$ cat config.mk
export PLATFORM = sky130hd
export DESIGN_NAME = rv_multicycle_ctrl
export DESIGN_NICKNAME = d
export VERILOG_FILES = /design/src/rtl/rv_ctrl_pkg.sv /design/src/rtl/rv_multicycle_ctrl_branch_cond.sv /design/src/rtl/rv_multicycle_ctrl.sv
export SDC_FILE = /design/constraint.sdc
export NUM_CORES = 1
export LEC_CHECK = 0
export ABC_AREA = 1
export CAP_MARGIN = 20
export CORE_MARGIN = 8
export CORE_UTILIZATION = 48
export CTS_CLUSTER_DIAMETER = 60
export DETAILED_ROUTE_END_ITERATION = 16
export GPL_TIMING_DRIVEN = 0
export PLACE_DENSITY = 0.77
export SLEW_MARGIN = 20
export SYNTH_ARGS = -nofsm -noshare
export SYNTH_HDL_FRONTEND = slang
export SYNTH_SLANG_ARGS = --single-unit
$ cat constraint.sdc
create_clock -name clk -period 1.9 [get_ports clk]
set_clock_uncertainty 0.1 [all_clocks]
set_input_delay 0.19 -clock clk [delete_from_list [all_inputs] [get_ports clk]]
set_output_delay 0.19 -clock clk [all_outputs]
set_load 0.02 [all_outputs]
$ cat src/rtl/rv_ctrl_pkg.sv
// Shared types for the RV64I multicycle control path: state encoding, opcodes,
// datapath select enums and the Moore output decode used by the main FSM.
package rv_ctrl_pkg;

   typedef enum logic [4:0] {
      S_FETCH   = 5'd0,
      S_DECODE  = 5'd1,
      S_EXEC_R  = 5'd2,
      S_EXEC_I  = 5'd3,
      S_WB_ALU  = 5'd4,
      S_ADDR    = 5'd5,
      S_MEM_RD  = 5'd6,
      S_MEM_WR  = 5'd7,
      S_WB_LOAD = 5'd8,
      S_BRANCH  = 5'd9,
      S_JAL     = 5'd10,
      S_JAL_TGT = 5'd11,
      S_JALR    = 5'd12,
      S_LUI     = 5'd13,
      S_HALT    = 5'd14
`ifdef RV_CTRL_ILLEGAL_TRAP_EN
      ,
      S_TRAP    = 5'd15
`endif
   } state_t;

   localparam logic [6:0] OP_R      = 7'b0110011;
   localparam logic [6:0] OP_I      = 7'b0010011;
   localparam logic [6:0] OP_LOAD   = 7'b0000011;
   localparam logic [6:0] OP_STORE  = 7'b0100011;
   localparam logic [6:0] OP_BRANCH = 7'b1100011;
   localparam logic [6:0] OP_JAL    = 7'b1101111;
   localparam logic [6:0] OP_JALR   = 7'b1100111;
   localparam logic [6:0] OP_LUI    = 7'b0110111;
   localparam logic [6:0] OP_SYSTEM = 7'b1110011;

   localparam logic [2:0] F3_BEQ = 3'b000;
   localparam logic [2:0] F3_BNE = 3'b001;
   localparam logic [2:0] F3_BLT = 3'b100;
   localparam logic [2:0] F3_BGE = 3'b101;

   typedef enum logic [2:0] {
      ALU_ADD, ALU_SUB, ALU_SLT, ALU_SLL, ALU_SRL, ALU_SRA, ALU_FUNC
   } alu_op_t;
   typedef enum logic [2:0] {IMM_I, IMM_S, IMM_SB, IMM_U, IMM_UJ} imm_sel_t;
   typedef enum logic [1:0] {SRC_A_PC, SRC_A_RS1, SRC_A_PC_OLD} src_a_t;
   typedef enum logic [1:0] {SRC_B_RS2, SRC_B_FOUR, SRC_B_IMM} src_b_t;
   typedef enum logic [1:0] {PC_SRC_ALU, PC_SRC_ALUOUT, PC_SRC_JALR} pc_src_t;
   typedef enum logic [1:0] {WB_ALUOUT, WB_MDR, WB_PC, WB_IMM} wb_sel_t;

   typedef struct packed {
      logic     mem_req;
      logic     mem_we;
      logic     pc_write;
      logic     pc_old_write;
      logic     aluout_write;
      logic     reg_write;
      logic     halted;
      src_a_t   a;
      src_b_t   b;
      alu_op_t  op;
      imm_sel_t imm;
      pc_src_t  pc_src;
      wb_sel_t  wb;
   } ctrl_t;

   // Unconditional outputs of a state; handshake- and flag-qualified enables live in the top.
   function automatic ctrl_t moore_ctrl(input state_t s, input logic is_store);
      ctrl_t c;
      c = '0;
      case (s)
         S_FETCH: begin
            c.mem_req = 1'b1; c.pc_old_write = 1'b1; c.b = SRC_B_FOUR;
         end
         S_DECODE: begin
            c.a = SRC_A_PC_OLD; c.b = SRC_B_IMM; c.imm = IMM_SB; c.aluout_write = 1'b1;
         end
         S_EXEC_R: begin
            c.a = SRC_A_RS1; c.b = SRC_B_RS2; c.op = ALU_FUNC; c.aluout_write = 1'b1;
         end
         S_EXEC_I: begin
            c.a = SRC_A_RS1; c.b = SRC_B_IMM; c.imm = IMM_I; c.op = ALU_FUNC;
            c.aluout_write = 1'b1;
         end
         S_WB_ALU:  begin c.reg_write = 1'b1; c.wb = WB_ALUOUT; end
         S_ADDR: begin
            c.a = SRC_A_RS1; c.b = SRC_B_IMM; c.imm = is_store ? IMM_S : IMM_I;
            c.aluout_write = 1'b1;
         end
         S_MEM_RD:  c.mem_req = 1'b1;
         S_MEM_WR:  begin c.mem_req = 1'b1; c.mem_we = 1'b1; end
         S_WB_LOAD: begin c.reg_write = 1'b1; c.wb = WB_MDR; end
         S_BRANCH: begin
            c.a = SRC_A_RS1; c.b = SRC_B_RS2; c.op = ALU_SUB; c.pc_src = PC_SRC_ALUOUT;
         end
         S_JAL:     begin c.reg_write = 1'b1; c.wb = WB_PC; end
         S_JAL_TGT: begin
            c.a = SRC_A_PC_OLD; c.b = SRC_B_IMM; c.imm = IMM_UJ; c.pc_write = 1'b1;
            c.pc_src = PC_SRC_ALU;
         end
         S_JALR: begin
            c.a = SRC_A_RS1; c.b = SRC_B_IMM; c.imm = IMM_I; c.reg_write = 1'b1;
            c.wb = WB_PC; c.pc_write = 1'b1; c.pc_src = PC_SRC_JALR;
         end
         S_LUI:     begin c.imm = IMM_U; c.reg_write = 1'b1; c.wb = WB_IMM; end
         S_HALT:    c.halted = 1'b1;
         default:   c = '0;
      endcase
      return c;
   endfunction

endpackage

$ cat src/rtl/rv_multicycle_ctrl_branch_cond.sv
// Branch resolution from the ALU flags produced by rs1 - rs2.
module branch_cond
   import rv_ctrl_pkg::*;
(
   input  logic [2:0] funct3,
   input  logic       alu_zero,
   input  logic       alu_lt,
   output logic       taken
);

   always_comb begin
      taken = 1'b0;
      case (funct3)
         F3_BEQ:  taken = alu_zero;
         F3_BNE:  taken = ~alu_zero;
         F3_BLT:  taken = alu_lt;
         F3_BGE:  taken = ~alu_lt;
         default: taken = 1'b0;
      endcase
   end

endmodule

$ cat src/rtl/rv_multicycle_ctrl.sv
// Main control FSM of the RV64I multicycle core.
// Optional RV_CTRL_ILLEGAL_TRAP_EN: unknown opcodes trap (illegal_instr pulse) then halt.
module rv_multicycle_ctrl
   import rv_ctrl_pkg::*;
#(
   parameter int XLEN        = 64,
   parameter int MEM_TIMEOUT = 255
) (
   input  logic       clk,
   input  logic       reset_n,
   input  logic [6:0] opcode,
   input  logic [2:0] funct3,
   input  logic       funct7b5,
   input  logic       alu_zero,
   input  logic       alu_lt,
   input  logic       mem_ready,
   output logic       mem_req,
   output logic       mem_we,
   output logic       pc_write,
   output logic       pc_old_write,
   output logic       ir_write,
   output logic       mdr_write,
   output logic       aluout_write,
   output logic       reg_write,
   output logic [1:0] alu_src_a,
   output logic [1:0] alu_src_b,
   output logic [2:0] alu_op,
   output logic [2:0] imm_sel,
   output logic [1:0] pc_src,
   output logic [1:0] wb_sel,
   output logic       halted,
   output logic [4:0] state_dbg
`ifdef RV_CTRL_ILLEGAL_TRAP_EN
   ,
   output logic       illegal_instr
`endif
);

   localparam logic [15:0] TMO_LAST = 16'(MEM_TIMEOUT - 1);

   state_t      state, nxt;
   ctrl_t       ctl;
   logic [15:0] wait_cnt;
   logic        hs, waiting, timeout, taken;
   logic        unused_inputs;

   // funct7b5 is decoded by the ALU itself when alu_op selects func.
   assign unused_inputs = funct7b5 | (XLEN < 0);

   branch_cond u_branch_cond (
      .funct3   (funct3),
      .alu_zero (alu_zero),
      .alu_lt   (alu_lt),
      .taken    (taken)
   );

   // Handshake uses the registered request, so the bubble cycle after reset never completes one.
   assign hs      = ctl.mem_req & mem_ready;
   assign waiting = ctl.mem_req & ~mem_ready;
   assign timeout = (MEM_TIMEOUT != 0) && waiting && (wait_cnt == TMO_LAST);

   always_comb begin
      nxt = state;
      case (state)
         S_FETCH:  if (hs) nxt = S_DECODE; else if (timeout) nxt = S_HALT;
         S_DECODE: begin
            case (opcode)
               OP_R:                nxt = S_EXEC_R;
               OP_I:                nxt = S_EXEC_I;
               OP_LOAD, OP_STORE:   nxt = S_ADDR;
               OP_BRANCH:           nxt = S_BRANCH;
               OP_JAL:              nxt = S_JAL;
               OP_JALR:             nxt = S_JALR;
               OP_LUI:              nxt = S_LUI;
               OP_SYSTEM:           nxt = S_HALT;
`ifdef RV_CTRL_ILLEGAL_TRAP_EN
               default:             nxt = S_TRAP;
`else
               default:             nxt = S_FETCH;
`endif
            endcase
         end
         S_EXEC_R, S_EXEC_I: nxt = S_WB_ALU;
         S_ADDR:   nxt = (opcode == OP_STORE) ? S_MEM_WR : S_MEM_RD;
         S_MEM_RD: if (hs) nxt = S_WB_LOAD; else if (timeout) nxt = S_HALT;
         S_MEM_WR: if (hs) nxt = S_FETCH; else if (timeout) nxt = S_HALT;
         S_JAL:    nxt = S_JAL_TGT;
         S_WB_ALU, S_WB_LOAD, S_BRANCH, S_JAL_TGT, S_JALR, S_LUI: nxt = S_FETCH;
         S_HALT:   nxt = S_HALT;
`ifdef RV_CTRL_ILLEGAL_TRAP_EN
         S_TRAP:   nxt = S_HALT;
`endif
         default:  nxt = S_FETCH;
      endcase
   end

   always_ff @(posedge clk or negedge reset_n) begin
      if (!reset_n) begin
         state    <= S_FETCH;
         ctl      <= '0;
         wait_cnt <= '0;
`ifdef RV_CTRL_ILLEGAL_TRAP_EN
         illegal_instr <= 1'b0;
`endif
      end else begin
         state    <= nxt;
         ctl      <= moore_ctrl(nxt, opcode == OP_STORE);
         wait_cnt <= (nxt != state) ? '0 : (waiting ? wait_cnt + 16'd1 : wait_cnt);
`ifdef RV_CTRL_ILLEGAL_TRAP_EN
         illegal_instr <= (nxt == S_TRAP);
`endif
      end
   end

   assign mem_req      = ctl.mem_req;
   assign mem_we       = ctl.mem_we;
   assign pc_old_write = ctl.pc_old_write;
   assign aluout_write = ctl.aluout_write;
   assign reg_write    = ctl.reg_write;
   assign halted       = ctl.halted;
   assign alu_src_a    = ctl.a;
   assign alu_src_b    = ctl.b;
   assign alu_op       = ctl.op;
   assign imm_sel      = ctl.imm;
   assign pc_src       = ctl.pc_src;
   assign wb_sel       = ctl.wb;
   assign ir_write     = (state == S_FETCH) & hs;
   assign mdr_write    = (state == S_MEM_RD) & hs;
   assign pc_write     = ctl.pc_write | ((state == S_FETCH) & hs) | ((state == S_BRANCH) & taken);
   assign state_dbg    = state;

endmodule

=== After elaboration in Yosys (flattened, before gate mapping) ===
Cells that the tools add are included.

* Bits of input ports: 16
* Logic and storage cells: 103
* Output and inout bits: 28
* Flip-flop bits (word level): 42

* $add $sub $neg: 1
* Reductions and logical operators: 16
* Equal/unequal tests: 37
* Bitwise logic cells: 10
* Multiplexer cells: 24

{| class="wikitable"
|+ Operators with widths
! kind !! count
|-
| == test 5 x 4 -> 1 bit (second input constant) || 10
|-
| case mux 5 bit (8 select lines) || 1
|-
| == test 5 x 3 -> 1 bit (second input constant) || 7
|-
| two-way mux 16 bit || 2
|-
| case mux 4 bit (8 select lines) || 1
|-
| == test 7 bit (second input constant) || 4
|-
| == test 7 x 6 -> 1 bit (second input constant) || 3
|-
| == test 5 x 2 -> 1 bit (second input constant) || 4
|-
| two-way mux 5 bit || 4
|-
| adder 16 x 1 -> 16 bit (second input constant) || 1
|-
| == test 16 x 8 -> 1 bit (second input constant) || 1
|-
| OR reduction 5 bit || 3
|-
| case mux 2 bit (2 select lines) || 3
|-
| case mux 3 bit (4 select lines) || 1
|-
| OR reduction 2 bit || 6
|-
| == test 5 x 1 -> 1 bit (second input constant) || 2
|-
| logical NOT 5 bit || 2
|-
| two-way mux 1 bit || 9
|-
| == test 7 x 2 -> 1 bit (second input constant) || 1
|-
| == test 7 x 5 -> 1 bit (second input constant) || 1
|-
| == test 3 bit (second input constant) || 2
|-
| case mux 2 bit (3 select lines) || 1
|-
| case mux 3 bit (2 select lines) || 1
|-
| AND 1 bit || 5
|-
| 10 further kinds || 13
|}

=== Logic depth before layout (Yosys ltp) ===
* Depth in word-level cells: 9
* Mapped depth: 15

=== Cells and area by module ===
From an unflattened synthesis, not the netlist that was laid out.

* Cells, all modules: 324
* Area, all modules: 2402.3 um^2

{| class="wikitable"
|+ By module, submodules not included
! module !! times used !! seq. area each (um^2) !! area each (um^2) !! cells each
|-
| rv_multicycle_ctrl || 1 || 1001.0 || 2358.5 || 315
|-
| branch_cond || 1 || 0.0 || 43.8 || 9
|}

=== Worst setup path after synthesis ===
No wires, ideal clock.

* Kind: reg-to-reg
* From: register state[2], in the netlist state_dbg[2]
* To: register wait_cnt[1]
* Path slack: -0.087 ns
* Data arrival time: 1.759 ns
* Clock period less this slack: 1.987 ns
* Stages on the path, launching flop included: 12
* Data required time: 1.672 ns
* Path through: dfrtp_1 -> nor2_1 -> nand2_1 -> nor3_2 -> nand2_1 -> nand3_4 -> nand2_1 -> nand2_1 -> nor2_4 -> nand2_4 -> buf_12 -> nor2_4

* Longest elaborated chain between the ends: 5
* Elaborated cells between the ends (all ways): 18
* Those cells by class: 9 x eq/ne; 6 x mux; 3 x reduce/logical

{| class="wikitable"
|+ RTL lines
! item !! RTL line !! source
|-
| from (decl) || rv_multicycle_ctrl.sv:41 || <nowiki>state_t state, nxt;</nowiki>
|-
| from (signal assigned) || rv_multicycle_ctrl.sv:106 || <nowiki>state <= nxt;</nowiki>
|-
| == test 5 x 2 -> 1 bit || rv_multicycle_ctrl.sv:64 || <nowiki>case (state)</nowiki>
|-
| OR reduction 2 bit || rv_multicycle_ctrl.sv:64 ||
|-
| case mux 5 bit (8 select lines) * || rv_multicycle_ctrl.sv:64 ||
|-
| net nxt[3] || rv_multicycle_ctrl.sv:41 ||
|-
| inequality test 5 bit * || rv_multicycle_ctrl.sv:108 || <nowiki>wait_cnt <= (nxt != state) ? '0 : (waiting ? wait_cnt + 16'd1 : wait_cnt);</nowiki>
|-
| two-way mux 16 bit or nonzero test 2 bit (tied branches) || - ||
|-
| to (signal assigned) || rv_multicycle_ctrl.sv:108 ||
|-
| to (decl) || rv_multicycle_ctrl.sv:43 || <nowiki>logic [15:0] wait_cnt;</nowiki>
|}

The timed path passes the listed nets; every way through them passes the cells marked *.
A chain may end at the register's enable or synchronous reset.

=== Worst setup path after layout ===
* From: register state[0], in the netlist state_dbg[0]
* To: register ctl (netlist bit alu_src_b[1])

* Longest elaborated chain between the ends: 6
* Elaborated cells between the ends (all ways): 23
* Those cells by class: 13 x eq/ne; 6 x mux; 4 x reduce/logical

{| class="wikitable"
|+ RTL lines
! item !! RTL line !! source
|-
| == test 5 x 2 -> 1 bit || rv_multicycle_ctrl.sv:64 ||
|-
| OR reduction 2 bit || rv_multicycle_ctrl.sv:64 ||
|-
| case mux 5 bit (8 select lines) * || rv_multicycle_ctrl.sv:64 ||
|-
| net nxt[2] || rv_multicycle_ctrl.sv:41 ||
|-
| == test 5 x 4 -> 1 bit, or another cell as far along || rv_ctrl_pkg.sv:71 || <nowiki>case (s)</nowiki>
|-
| OR reduction 5 bit (no line) || - ||
|-
| case mux 2 bit (2 select lines) * || rv_ctrl_pkg.sv:71 ||
|-
| to (signal assigned) || rv_multicycle_ctrl.sv:107 || <nowiki>ctl <= moore_ctrl(nxt, opcode == OP_STORE);</nowiki>
|-
| to (decl) || rv_multicycle_ctrl.sv:42 || <nowiki>ctrl_t ctl;</nowiki>
|}

Marks and branches as above.

==> summary.md <==
| Metric | Value |
|---|---|
| Status | finished with violations |
| Synth top cells by count | nand2_1 (75), nor2_1 (45), dfrtp_1 (41) |
| Reg clk slew, reported paths | around 0.09 ns |
| Die footprint | 7783 um2 |
| CTS buffer count | 5 |
| Hpwl dp | 4060 um |
| CP Data Required Time | ~2.0 ns |
| Synth Area in Adders | less than 1% |
| PwrDens | approximately 700 nW/um2 |
| Remaining DRCs | 0 |
| H-tree depth | 2 |
| Ys flop type | dfrtp_1 |
| EDFF count, synth | 0 |
| Final WL | ~7200 um |
| Wire per inst | 15.31 um |
| Setup Viol. Count Final | 27 |
| Worst Path Arrival | about 2.2 ns |
| Die X-Extent | ~88 um |
| Complex-gate fraction of the synthesized area | roughly 2.8% |
| TritonCTS clock tree | done |
| Max Slew Vio Count | 0 |
| Async S/R FF share, synth | 100.0% |
| XOR/XNOR Fraction of Synth Area | 5.247% |
| Hold WS | about 0.16 ns |
| Hold crit path type | in2async |
| Vias per std cell | 5.091 |
| Tmin final | a little over 2 ns |
| Max VDD drop | roughly 0.43 mV |
| Max-Cap Viols | 0 |
| Gr usage total | between 10% and 20% |
| Synth area leader | dfrtp_1 |
| Grt ovf | 0 |
| Synthesis Warnings | 0 |
| Main combinational cell family by area after synthesis | simple AND/OR/NAND/NOR gates |
| Leakage | 1.872 nW |
| Via Count | around 2400 |
| Post-synthesis simple-gate area fraction | roughly 37% |
| Final Hold Viols | 0 |
| IO Port Bufs | 42 |
| Cell variety after synth | 33 |
| Synth Instances | 315 |
| Worst skew pair latency | approximately 0.31 ns |
| Detailed Routing Iterations Pass 1 | 4 |
| Clock sink count | 41 |
| Worst setup margin | -0.1336 ns |
| Row count | 26 |
| Flops & latches, synth | 41 |
| Largest net degree at the start of global routing | 34 |
| Core Footprint | around 5100 um2 |
| Initial antenna violation count | 0 |
| Seq/Total Area, Yosys | between 40% and 50% |
| Crit path max fanout | 4 |
| Post-route setup TNS | -2.042 ns |
| Count leader, synth | nand2_1 |
| Post-Syn Nets | about 330 |
| P&R area growth vs syn | 51.47% |
| Global-route wire length before repair | between 10000 and 15000 um |
| Clk buf depth | 2 |
| CTS Root Cell | clkbuf_8 |
| Max Clock Freq | 491.7 MHz |
| Setup WS pre-CTS | -0.4464 ns |
| Initial DRC Count | just under 90 |
| Crit path kind | reg2reg |
| Synthesized cell area | between 2000 and 3000 um2 |
| RSZ-0062 raised after global routing | true |
| I/O Pins | 44 |
| Startpoint types | register |
| Starting Density | 49.33% |
| # diodes | 0 |
| Violated checks | setup timing |
| Synth top area share | about two fifths |
| Most area-consuming cells after synthesis | dfrtp_1 (41%), nand2_1 (11%), nor2_1 (6.7%) |
| Final Cycle Share | 107.0% |
| Layout Nets | approximately 420 |
| Gpl congestion | around 0.9 |
| Number of global-route vias before repair | between 2000 and 2500 |
| Die height | just under 90 um |
| Setup crit end kind | register |
| Share of cells above drive strength 1 | between 40 and 50% |
| Syn_area_per_cell | between 7 and 8 um2 |
| Final ANT Viol Nets | 0 |
| Mux cell area share after synthesis | less than 1% |
cells by family after synthesis:
kind of cell             count (synthesis)
multiplexers                             1
flip-flops                              41
XOR/XNOR                                15
AND/OR/NAND/NOR                        184
buffers and inverters                   61
other                                    1
adder cells (fa/ha/maj)                  2
AO/OA/AOI/OAI                           10
sequential cells by signal, summed over array words and instances (netlist names):
signal        cells
aluout_write      1
mem_we            1
alu_src_b         2
wb_sel            2
pc_old_write      1
reg_write         1
state_dbg         5
alu_op            2
imm_sel           3
halted            1
pc_src            2
alu_src_a         2
ctl               1
mem_req           1
wait_cnt         16
where the power goes:
part,total [W],switching [W],internal [W]
combinational,0.000843,0.000469,0.000373
clock,0.000858,0.000329,0.000529
sequential,0.000971,0.0000481,0.000923
total,0.00267,0.000847,0.00182
metal layers:
metal  vias to the layer above  track usage [%]  wire [um]
met5                         -                0          0
li1                       1132                -          -
met2                        89            32.25       3890
met4                         0            7.834        237
met1                      1154            19.51       2734
met3                        23            4.178        347
area by class of cell:
type	instances	area [um2]
plain buffers	15	125.1
clock buffers	5	68.82
clock inverters	3	68.82
fillers	348	1282
inverters	46	182.7
multi-input cells	213	1478
flip-flops and latches	41	1032
well taps	70	87.58
repair buffers	78	749.5
cells in the final DEF (no fill, tap or decap), drive strengths merged, types with 2 or more instances in the layout:
| cell | instances |
|---|---|
| nand2 | 84 |
| clkdlybuf4s50 | 33 |
| bufinv | 2 |
| nor3 | 10 |
| dfrtp | 41 |
| xor2 | 10 |
| inv | 47 |
| dlymetal6s2s | 2 |
| clkbuf | 5 |
| buf | 54 |
| ha | 2 |
| nor2 | 59 |
| nand3 | 20 |
| xnor2 | 5 |
| o21ai | 5 |
| nand4 | 9 |
| a21oi | 2 |
| dlygate4sd2 | 3 |
path summary, 6_finish.rpt:
kind	slack, ns	end	cells after the start	start
worst min register to register	0.47	wait_cnt[15]$_DFFE_PN0P_	2	wait_cnt[15]$_DFFE_PN0P_
max in group asynchronous	1.11	state_dbg[2]$_DFF_PN0_	3	reset_n
worst max-delay path	-0.13	alu_src_b[1]$_DFF_PN0_	14	state_dbg[0]$_DFF_PN0_
min in group clk	0.31	imm_sel[0]$_DFF_PN0_	5	opcode[5]
worst max register to register	-0.13	alu_src_b[1]$_DFF_PN0_	14	state_dbg[0]$_DFF_PN0_
worst min-delay path	0.16	wait_cnt[11]$_DFFE_PN0P_	2	reset_n
worst max-delay path, stage by stage (launching register included):
cell	delay, ns
dfrtp_2	0.47
inv_2	0.13
nor3_4	0.06
nand2_1	0.12
nand2_2	0.07
nand2_1	0.07
nand2_2	0.06
a21oi_4	0.16
nand2_4	0.08
buf_12	0.14
nor2_4	0.17
nand2_4	0.09
o21ai_2	0.08
nand2_1	0.07
nand2_1	0.07
per-stage QoR:
stage	cells	power [W]	util, %	cell area, um2
after floorplan	315	0.001350	-	2520
after global placement	427	0.001555	59.66	3028
after detailed placement	428	0.001569	59.96	3043
after CTS	462	0.002547	69.80	3542
after global routing	471	0.002776	74.73	3792
final	471	0.002672	74.73	3792
what timing repair did:
item,4_1_cts,5_1_grt
endpoints found under the setup margin,34,37
hold endpoints to repair,41,0
resized for setup,51,60
cloned,1,0
hold buffers,1,0
pin swaps,28,23
buffers inserted,24,9
No activity file was read; power rests on OpenSTA's default activity.
